**config.mk**
```make
export PLATFORM = sky130hd
export DESIGN_NAME = dmem_port_arbiter_flat
export DESIGN_NICKNAME = d
export VERILOG_FILES = /design/src/rtl/dmem_port_arbiter_if.sv /design/src/rtl/dmem_port_arbiter.sv /design/src/flat_wrapper.sv
export SDC_FILE = /design/constraint.sdc
export NUM_CORES = 1
export LEC_CHECK = 0
export BUFFER_PORTS_ARGS = -buffer_cell sky130_fd_sc_hd__buf_2
export CAP_MARGIN = 20
export CORE_AREA = 2 2 120 122
export DETAILED_ROUTE_END_ITERATION = 8
export DIE_AREA = 0 0 122 124
export PLACE_DENSITY = 0.71
export SLEW_MARGIN = 40
export SYNTH_ARGS = -nofsm -noshare
export SYNTH_HDL_FRONTEND = slang
export SYNTH_SLANG_ARGS = --single-unit
```
**constraint.sdc**
```tcl
create_clock -name clock -period 4 [get_ports clock]
set_input_delay 0.2 -clock clock [delete_from_list [all_inputs] [get_ports clock]]
set_output_delay 0.2 -clock clock [all_outputs]
set_load 0.05 [all_outputs]
```
**src/rtl/dmem_port_arbiter_if.sv**
```systemverilog
// Bus bundle between the two data-memory requesters (A: CPU, B: debug/loader),
// the arbiter and the data memory. The arbiter binds the slave modport.
interface dmem_port_arbiter_if;
  // Handshake: a requester raises req with its payload and holds both until gnt.
  // gnt is same-cycle acceptance. rvalid/q follow exactly one cycle after a read gnt.
  logic        a_req;
  logic        a_wren;
  logic [31:0] a_address;
  logic [1:0]  a_mem_mode;
  logic        a_unsigned;
  logic [31:0] a_data;
  logic        a_gnt;
  logic        a_rvalid;
  logic [31:0] a_q;

  logic        b_req;
  logic        b_wren;
  logic [31:0] b_address;
  logic [1:0]  b_mem_mode;
  logic        b_unsigned;
  logic [31:0] b_data;
  logic        b_lock;
  logic        b_gnt;
  logic        b_rvalid;
  logic [31:0] b_q;

  logic [31:0] mem_address;
  logic [1:0]  mem_mode;
  logic        mem_unsigned;
  logic [31:0] mem_data;
  logic        mem_wren;
  logic [31:0] mem_q;

  logic [1:0]  arb_state;

  modport slave (
    input  a_req, a_wren, a_address, a_mem_mode, a_unsigned, a_data,
    output a_gnt, a_rvalid, a_q,
    input  b_req, b_wren, b_address, b_mem_mode, b_unsigned, b_data, b_lock,
    output b_gnt, b_rvalid, b_q,
    output mem_address, mem_mode, mem_unsigned, mem_data, mem_wren,
    input  mem_q,
    output arb_state
  );

  modport master (
    output a_req, a_wren, a_address, a_mem_mode, a_unsigned, a_data,
    input  a_gnt, a_rvalid, a_q,
    output b_req, b_wren, b_address, b_mem_mode, b_unsigned, b_data, b_lock,
    input  b_gnt, b_rvalid, b_q,
    input  mem_address, mem_mode, mem_unsigned, mem_data, mem_wren,
    output mem_q,
    input  arb_state
  );
endinterface

```
**src/rtl/dmem_port_arbiter.sv**
```systemverilog
// Two-port arbiter for the shared data-memory port with B starvation guard and B lock bursts.
// Define DMEM_ARB_ROUND_ROBIN_EN to resolve plain A/B ties round-robin instead of A-first.
module dmem_port_arbiter #(
  parameter int STARVE_LIMIT = 8,
  parameter int BURST_MAX    = 4
) (
  input  logic               clock,
  input  logic               reset,
  dmem_port_arbiter_if.slave bus
);

  typedef enum logic [1:0] {IDLE, OWN_A, OWN_B, LOCK_B} state_t;

  localparam logic [7:0] STARVE_LIM = 8'(STARVE_LIMIT);
  localparam logic [4:0] BURST_LIM  = 5'(BURST_MAX);

  state_t      state;
  logic [7:0]  starve_cnt;
  logic [3:0]  burst_cnt;
  logic        rd_pending;
  logic        rd_owner_b;
  logic        rd_unsigned;
  logic [31:0] hold_address;
  logic [31:0] hold_data;
  logic [1:0]  hold_mode;

  logic        gnt_a;
  logic        gnt_b;
  logic        tie_to_a;
  logic [3:0]  burst_next;
  logic        lock_keep;

  logic [31:0] mem_address_c;
  logic [31:0] mem_data_c;
  logic [1:0]  mem_mode_c;
  logic        mem_wren_c;

`ifdef DMEM_ARB_ROUND_ROBIN_EN
  logic last_grant_b;

  // Reset to B so that A takes the first tie.
  always_ff @(posedge clock) begin
    if (reset) begin
      last_grant_b <= 1'b1;
    end else if (gnt_a || gnt_b) begin
      last_grant_b <= gnt_b;
    end
  end

  assign tie_to_a = last_grant_b;
`else
  assign tie_to_a = 1'b1;
`endif

  always_comb begin
    gnt_a = 1'b0;
    gnt_b = 1'b0;
    if (!reset) begin
      if (bus.b_req && (state == LOCK_B || starve_cnt >= STARVE_LIM)) begin
        gnt_b = 1'b1;
      end else if (bus.a_req && bus.b_req) begin
        gnt_a = tie_to_a;
        gnt_b = !tie_to_a;
      end else if (bus.a_req) begin
        gnt_a = 1'b1;
      end else if (bus.b_req) begin
        gnt_b = 1'b1;
      end
    end
  end

  // burst_next is the lock-burst count including a B grant made this cycle minus one,
  // so a fresh burst of BURST_MAX grants ends with the last grant landing in OWN_B.
  assign burst_next = (state == LOCK_B) ? burst_cnt + 4'd1 : 4'd0;
  assign lock_keep  = bus.b_lock && (({1'b0, burst_next} + 5'd1) < BURST_LIM);

  always_ff @(posedge clock) begin
    if (reset) begin
      state        <= IDLE;
      starve_cnt   <= 8'd0;
      burst_cnt    <= 4'd0;
      rd_pending   <= 1'b0;
      rd_owner_b   <= 1'b0;
      rd_unsigned  <= 1'b0;
      hold_address <= 32'd0;
      hold_data    <= 32'd0;
      hold_mode    <= 2'd0;
    end else begin
      if (gnt_b) begin
        state <= lock_keep ? LOCK_B : OWN_B;
      end else if (gnt_a) begin
        state <= OWN_A;
      end else begin
        state <= IDLE;
      end

      burst_cnt <= gnt_b ? burst_next : 4'd0;

      if (bus.b_req && !gnt_b) begin
        starve_cnt <= (starve_cnt == 8'hFF) ? starve_cnt : starve_cnt + 8'd1;
      end else begin
        starve_cnt <= 8'd0;
      end

      rd_pending  <= (gnt_a && !bus.a_wren) || (gnt_b && !bus.b_wren);
      rd_owner_b  <= gnt_b;
      rd_unsigned <= gnt_b ? bus.b_unsigned : bus.a_unsigned;

      if (gnt_a) begin
        hold_address <= bus.a_address;
        hold_data    <= bus.a_data;
        hold_mode    <= bus.a_mem_mode;
      end else if (gnt_b) begin
        hold_address <= bus.b_address;
        hold_data    <= bus.b_data;
        hold_mode    <= bus.b_mem_mode;
      end
    end
  end

  always_comb begin
    mem_address_c = hold_address;
    mem_data_c    = hold_data;
    mem_mode_c    = hold_mode;
    mem_wren_c    = 1'b0;
    if (gnt_a) begin
      mem_address_c = bus.a_address;
      mem_data_c    = bus.a_data;
      mem_mode_c    = bus.a_mem_mode;
      mem_wren_c    = bus.a_wren;
    end else if (gnt_b) begin
      mem_address_c = bus.b_address;
      mem_data_c    = bus.b_data;
      mem_mode_c    = bus.b_mem_mode;
      mem_wren_c    = bus.b_wren;
    end
    if (reset) begin
      mem_address_c = 32'd0;
      mem_data_c    = 32'd0;
      mem_mode_c    = 2'd0;
      mem_wren_c    = 1'b0;
    end
  end

  assign bus.a_gnt       = gnt_a;
  assign bus.b_gnt       = gnt_b;
  assign bus.mem_address = mem_address_c;
  assign bus.mem_data    = mem_data_c;
  assign bus.mem_mode    = mem_mode_c;
  assign bus.mem_wren    = mem_wren_c;

  // The memory sign-extends in the response cycle, so the flag follows the pending read.
  assign bus.mem_unsigned = !reset && rd_pending && rd_unsigned;
  assign bus.a_rvalid     = !reset && rd_pending && !rd_owner_b;
  assign bus.b_rvalid     = !reset && rd_pending && rd_owner_b;
  assign bus.a_q          = bus.a_rvalid ? bus.mem_q : 32'd0;
  assign bus.b_q          = bus.b_rvalid ? bus.mem_q : 32'd0;
  assign bus.arb_state    = state;

endmodule

```
**src/flat_wrapper.sv**
```systemverilog
// flat-port wrapper written by rule: the top's interface ports become plain ports
module dmem_port_arbiter_flat 
#(
  parameter int STARVE_LIMIT = 8,
  parameter int BURST_MAX    = 4
)
  (clock, reset, bus_a_req, bus_a_wren, bus_a_address, bus_a_mem_mode, bus_a_unsigned, bus_a_data, bus_a_gnt, bus_a_rvalid, bus_a_q, bus_b_req, bus_b_wren, bus_b_address, bus_b_mem_mode, bus_b_unsigned, bus_b_data, bus_b_lock, bus_b_gnt, bus_b_rvalid, bus_b_q, bus_mem_address, bus_mem_mode, bus_mem_unsigned, bus_mem_data, bus_mem_wren, bus_mem_q, bus_arb_state);
  dmem_port_arbiter_if bus_i ();
  input  logic clock;
  input  logic reset;
  input wire logic [$bits(bus_i.a_req)-1:0] bus_a_req;
  input wire logic [$bits(bus_i.a_wren)-1:0] bus_a_wren;
  input wire logic [$bits(bus_i.a_address)-1:0] bus_a_address;
  input wire logic [$bits(bus_i.a_mem_mode)-1:0] bus_a_mem_mode;
  input wire logic [$bits(bus_i.a_unsigned)-1:0] bus_a_unsigned;
  input wire logic [$bits(bus_i.a_data)-1:0] bus_a_data;
  output wire logic [$bits(bus_i.a_gnt)-1:0] bus_a_gnt;
  output wire logic [$bits(bus_i.a_rvalid)-1:0] bus_a_rvalid;
  output wire logic [$bits(bus_i.a_q)-1:0] bus_a_q;
  input wire logic [$bits(bus_i.b_req)-1:0] bus_b_req;
  input wire logic [$bits(bus_i.b_wren)-1:0] bus_b_wren;
  input wire logic [$bits(bus_i.b_address)-1:0] bus_b_address;
  input wire logic [$bits(bus_i.b_mem_mode)-1:0] bus_b_mem_mode;
  input wire logic [$bits(bus_i.b_unsigned)-1:0] bus_b_unsigned;
  input wire logic [$bits(bus_i.b_data)-1:0] bus_b_data;
  input wire logic [$bits(bus_i.b_lock)-1:0] bus_b_lock;
  output wire logic [$bits(bus_i.b_gnt)-1:0] bus_b_gnt;
  output wire logic [$bits(bus_i.b_rvalid)-1:0] bus_b_rvalid;
  output wire logic [$bits(bus_i.b_q)-1:0] bus_b_q;
  output wire logic [$bits(bus_i.mem_address)-1:0] bus_mem_address;
  output wire logic [$bits(bus_i.mem_mode)-1:0] bus_mem_mode;
  output wire logic [$bits(bus_i.mem_unsigned)-1:0] bus_mem_unsigned;
  output wire logic [$bits(bus_i.mem_data)-1:0] bus_mem_data;
  output wire logic [$bits(bus_i.mem_wren)-1:0] bus_mem_wren;
  input wire logic [$bits(bus_i.mem_q)-1:0] bus_mem_q;
  output wire logic [$bits(bus_i.arb_state)-1:0] bus_arb_state;
  assign bus_i.a_req = bus_a_req;
  assign bus_i.a_wren = bus_a_wren;
  assign bus_i.a_address = bus_a_address;
  assign bus_i.a_mem_mode = bus_a_mem_mode;
  assign bus_i.a_unsigned = bus_a_unsigned;
  assign bus_i.a_data = bus_a_data;
  assign bus_a_gnt = bus_i.a_gnt;
  assign bus_a_rvalid = bus_i.a_rvalid;
  assign bus_a_q = bus_i.a_q;
  assign bus_i.b_req = bus_b_req;
  assign bus_i.b_wren = bus_b_wren;
  assign bus_i.b_address = bus_b_address;
  assign bus_i.b_mem_mode = bus_b_mem_mode;
  assign bus_i.b_unsigned = bus_b_unsigned;
  assign bus_i.b_data = bus_b_data;
  assign bus_i.b_lock = bus_b_lock;
  assign bus_b_gnt = bus_i.b_gnt;
  assign bus_b_rvalid = bus_i.b_rvalid;
  assign bus_b_q = bus_i.b_q;
  assign bus_mem_address = bus_i.mem_address;
  assign bus_mem_mode = bus_i.mem_mode;
  assign bus_mem_unsigned = bus_i.mem_unsigned;
  assign bus_mem_data = bus_i.mem_data;
  assign bus_mem_wren = bus_i.mem_wren;
  assign bus_i.mem_q = bus_mem_q;
  assign bus_arb_state = bus_i.arb_state;
  dmem_port_arbiter #(.STARVE_LIMIT(STARVE_LIMIT), .BURST_MAX(BURST_MAX)) u_core (.clock(clock), .reset(reset), .bus(bus_i));
endmodule
```
==> summary.md <==
| Metric | Value |
|---|---|
| Vias in the first global route | 4,722 |
| Layout cells sized above 1 | 38.7% |
| Seq/Total Area, Yosys | 36.1% |
| Status | complete, no violations |
| Nets | 1,039 |
| Initial core utilization | 33.2% |
| Placed cell count | 1,032 |
| Worst Path Arrival | 2.67 ns |
| Placer congestion estimate | 0.800 |
| MaxCap Viol Count | 0 |
| Async set-reset flop share out of synthesis | 0% |
| Top FF cell, synth | dfxtp_1 |
| Crit path time final | 2.87 ns |
| Total GRT Usage | 21.2% |
| Commonest non-fill, non-tap cell in the layout | buf_2 |
| Post-Syn Instances | 585 |
| Setup Crit Path Kind | flop to output pin |
| Die H | 124 um |
| Global-route wire length before repair | 24,500 um |
| Worst Tran Pin Value | 0.859 ns |
| HPWL after detailed placement | 12,600 um |
| Initial antenna violation count | 3 |
| Final Max Slew Viols | 0 |
| P&R area growth vs syn | 42.8% |
| Power density over the cells | 375 mW/mm^2 |
| Worst skew pair latency | 0.35 ns |
| Core Footprint | 0.0137 sq mm |
| Clk sinks | 82 |
| Number of fill cells | 1,414 |
| CP max FO | 59 |
| DRT iter0 DRCs | 293 |
| Setup TNS | 0 ns |
| Post-CTS sizing | 0 |
| Endpoints failing setup | 0 |
| Final worst-path cycle share | 71.7% |
| Mapped Area | 0.00455 sq mm |
| Post-route antenna net violation count | 0 |
| Worst slack at placement | 1.47 ns |
| Final WS setup | 1.13 ns |
| Unrepaired setup endpoints after global routing | false |
| Post-CTS Setup Inserts | 0 |
| Final non-filler cell total | 1,050 |
| Placed Area | 0.00618 sq mm |
| 1st-pass router iterations | 4 |
| Max Fclk | 349 MHz |
| Average size of a mapped cell | 7.78 sq um |
| EDFF count, synth | 0 |
| Commonest non-fill, non-tap cells in the layout | buf_2, dfxtp_1, nor2_1, a21oi_1 |
| Hold Slack | 0.0658 ns |
| Io pins | 311 |
| Row cnt | 43 |
| Clk slew on worst S/H paths | 0.06 ns |
| Die area | 0.0151 sq mm |
| Pleak | 3.41 nW |
| Clock buffer count from CTS | 9 |
| CTS tree | yes |
| Ys Warns | 0 |
| Vias post-DR | 5,095 |
| Power Total | 2.44 mW |
| Post-CTS Hold Fix Bufs | 0 |
| H-tree lvl count | 3 |
| Max Root-Sink Buffers | 2 |
| Worst vdd ir | 0.235 mV |
| PortBufs | 310 |
| Largest net degree at the start of global routing | 63 |
| Vias per cell | 4.85 |
| Synth cell types | 35 |
| DRC | 0 |
| Routed WL | 16,800 um |
| Grt ovf | 0 |
| Worst setup EP type | output pin |
| Fin area | 0.00650 sq mm |
| Number of synthesized register bits | 82 |
| Post-Route Utilization | 47.4% |
| Startpoint type of the worst setup path | flop |
| Root buffer cell | clkbuf_16 |
| Hold crit path type | input pin to flop |
| Die W | 122 um |
| Final Skew | 0.0139 ns |
| Avg WL per Cell | 16.0 um |
| Slew headroom | 42.8% |
| CP required | 3.80 ns |
| Fin. Hold Viols | 0 |
state kept, by name (all words and copies together) (netlist names), 2 cells and up:
name,flops
u_core.hold_mode,2
u_core.burst_cnt,4
u_core.hold_data,32
u_core.starve_cnt,8
u_core.hold_address,32
final cells by class:
type | instances | area, sq um | share of cell area (%)
timing repair buffer | 317 | 1630 | 25.0
clock inverter | 6 | 71.3 | 1.10
sequential | 82 | 1640 | 25.3
multi-input combinational | 448 | 2670 | 41.1
clock buffer | 10 | 239 | 3.68
tap | 180 | 225 | 3.46
inverter | 5 | 18.8 | 0.289
antenna | 2 | 5.00 | 0.0770
layer usage:
metal	wire length [um]	vias up	part of all wire, %	track usage, %
met5	0	-	0	0
met4	230	0	1.4	5.75
met3	1420	16	8.5	6.27
met2	8640	211	51	39.4
met1	6500	2296	39	23.5
li1	-	2572	-	-
cell usage after synthesis (2+ instances only):
cell,instances,area (sq um)
and2_1,66,413
buf_1,5,18.8
xor2_1,2,17.5
mux2i_1,67,671
or3_1,2,12.5
nand2b_1,2,12.5
nand2_1,67,251
and3b_1,2,17.5
buf_6,4,45.0
inv_1,5,18.8
a31oi_1,67,419
buf_2,11,55.1
nand3_1,2,10.0
nor3_1,3,15.0
dfxtp_1,82,1640
a21oi_1,71,355
clkbuf_1,32,120
nor2b_1,2,12.5
ha_1,3,37.5
nor2_1,72,270
and3_1,3,18.8
o31ai_1,2,15.0
path summary, 6_finish.rpt:
kind / end / start / depth (start not counted) / slack, ns
max: bus_mem_address[4] / u_core.starve_cnt[3]$_SDFFE_PP0P_ / 6 / 1.13
max reg2reg: u_core.hold_address[4]$_DFF_P_ / u_core.starve_cnt[3]$_SDFFE_PP0P_ / 5 / 1.89
min reg2reg: u_core.burst_cnt[0]$_SDFF_PP0_ / u_core.burst_cnt[0]$_SDFF_PP0_ / 1 / 0.50
min: u_core.rd_pending$_SDFF_PP0_ / bus_a_wren / 2 / 0.07
kinds of logic after synthesis:
kind of cell / Yosys count / synth area share [%]
multiplexers: 67 / 14.7
XOR/XNOR: 2 / 0.385
AO/OA/AOI/OAI: 146 / 18.6
flip-flops: 82 / 36.1
buffers and inverters: 58 / 5.83
adder cells (fa/ha/maj): 3 / 0.825
other: 1 / 0.0824
AND/OR/NAND/NOR: 226 / 23.5
power by group:
| group | internal [mW] | switching, mW | leakage, nW | total, mW |
|---|---|---|---|---|
| registers | 0.875 | 0.0170 | 0.680 | 0.892 |
| logic | 0.208 | 0.460 | 2.58 | 0.668 |
| clock network | 0.509 | 0.368 | 0.151 | 0.877 |
| total | 1.59 | 0.845 | 3.41 | 2.44 |
worst max-delay path, cell delays in order (launching register included):
cell,delay (ns)
dfxtp_1,0.33
or4_1,0.57
o32ai_4,0.44
buf_12,0.32
nand2_1,0.09
a21oi_1,0.23
buf_2,0.31
(Power assumes the default switching activity.)
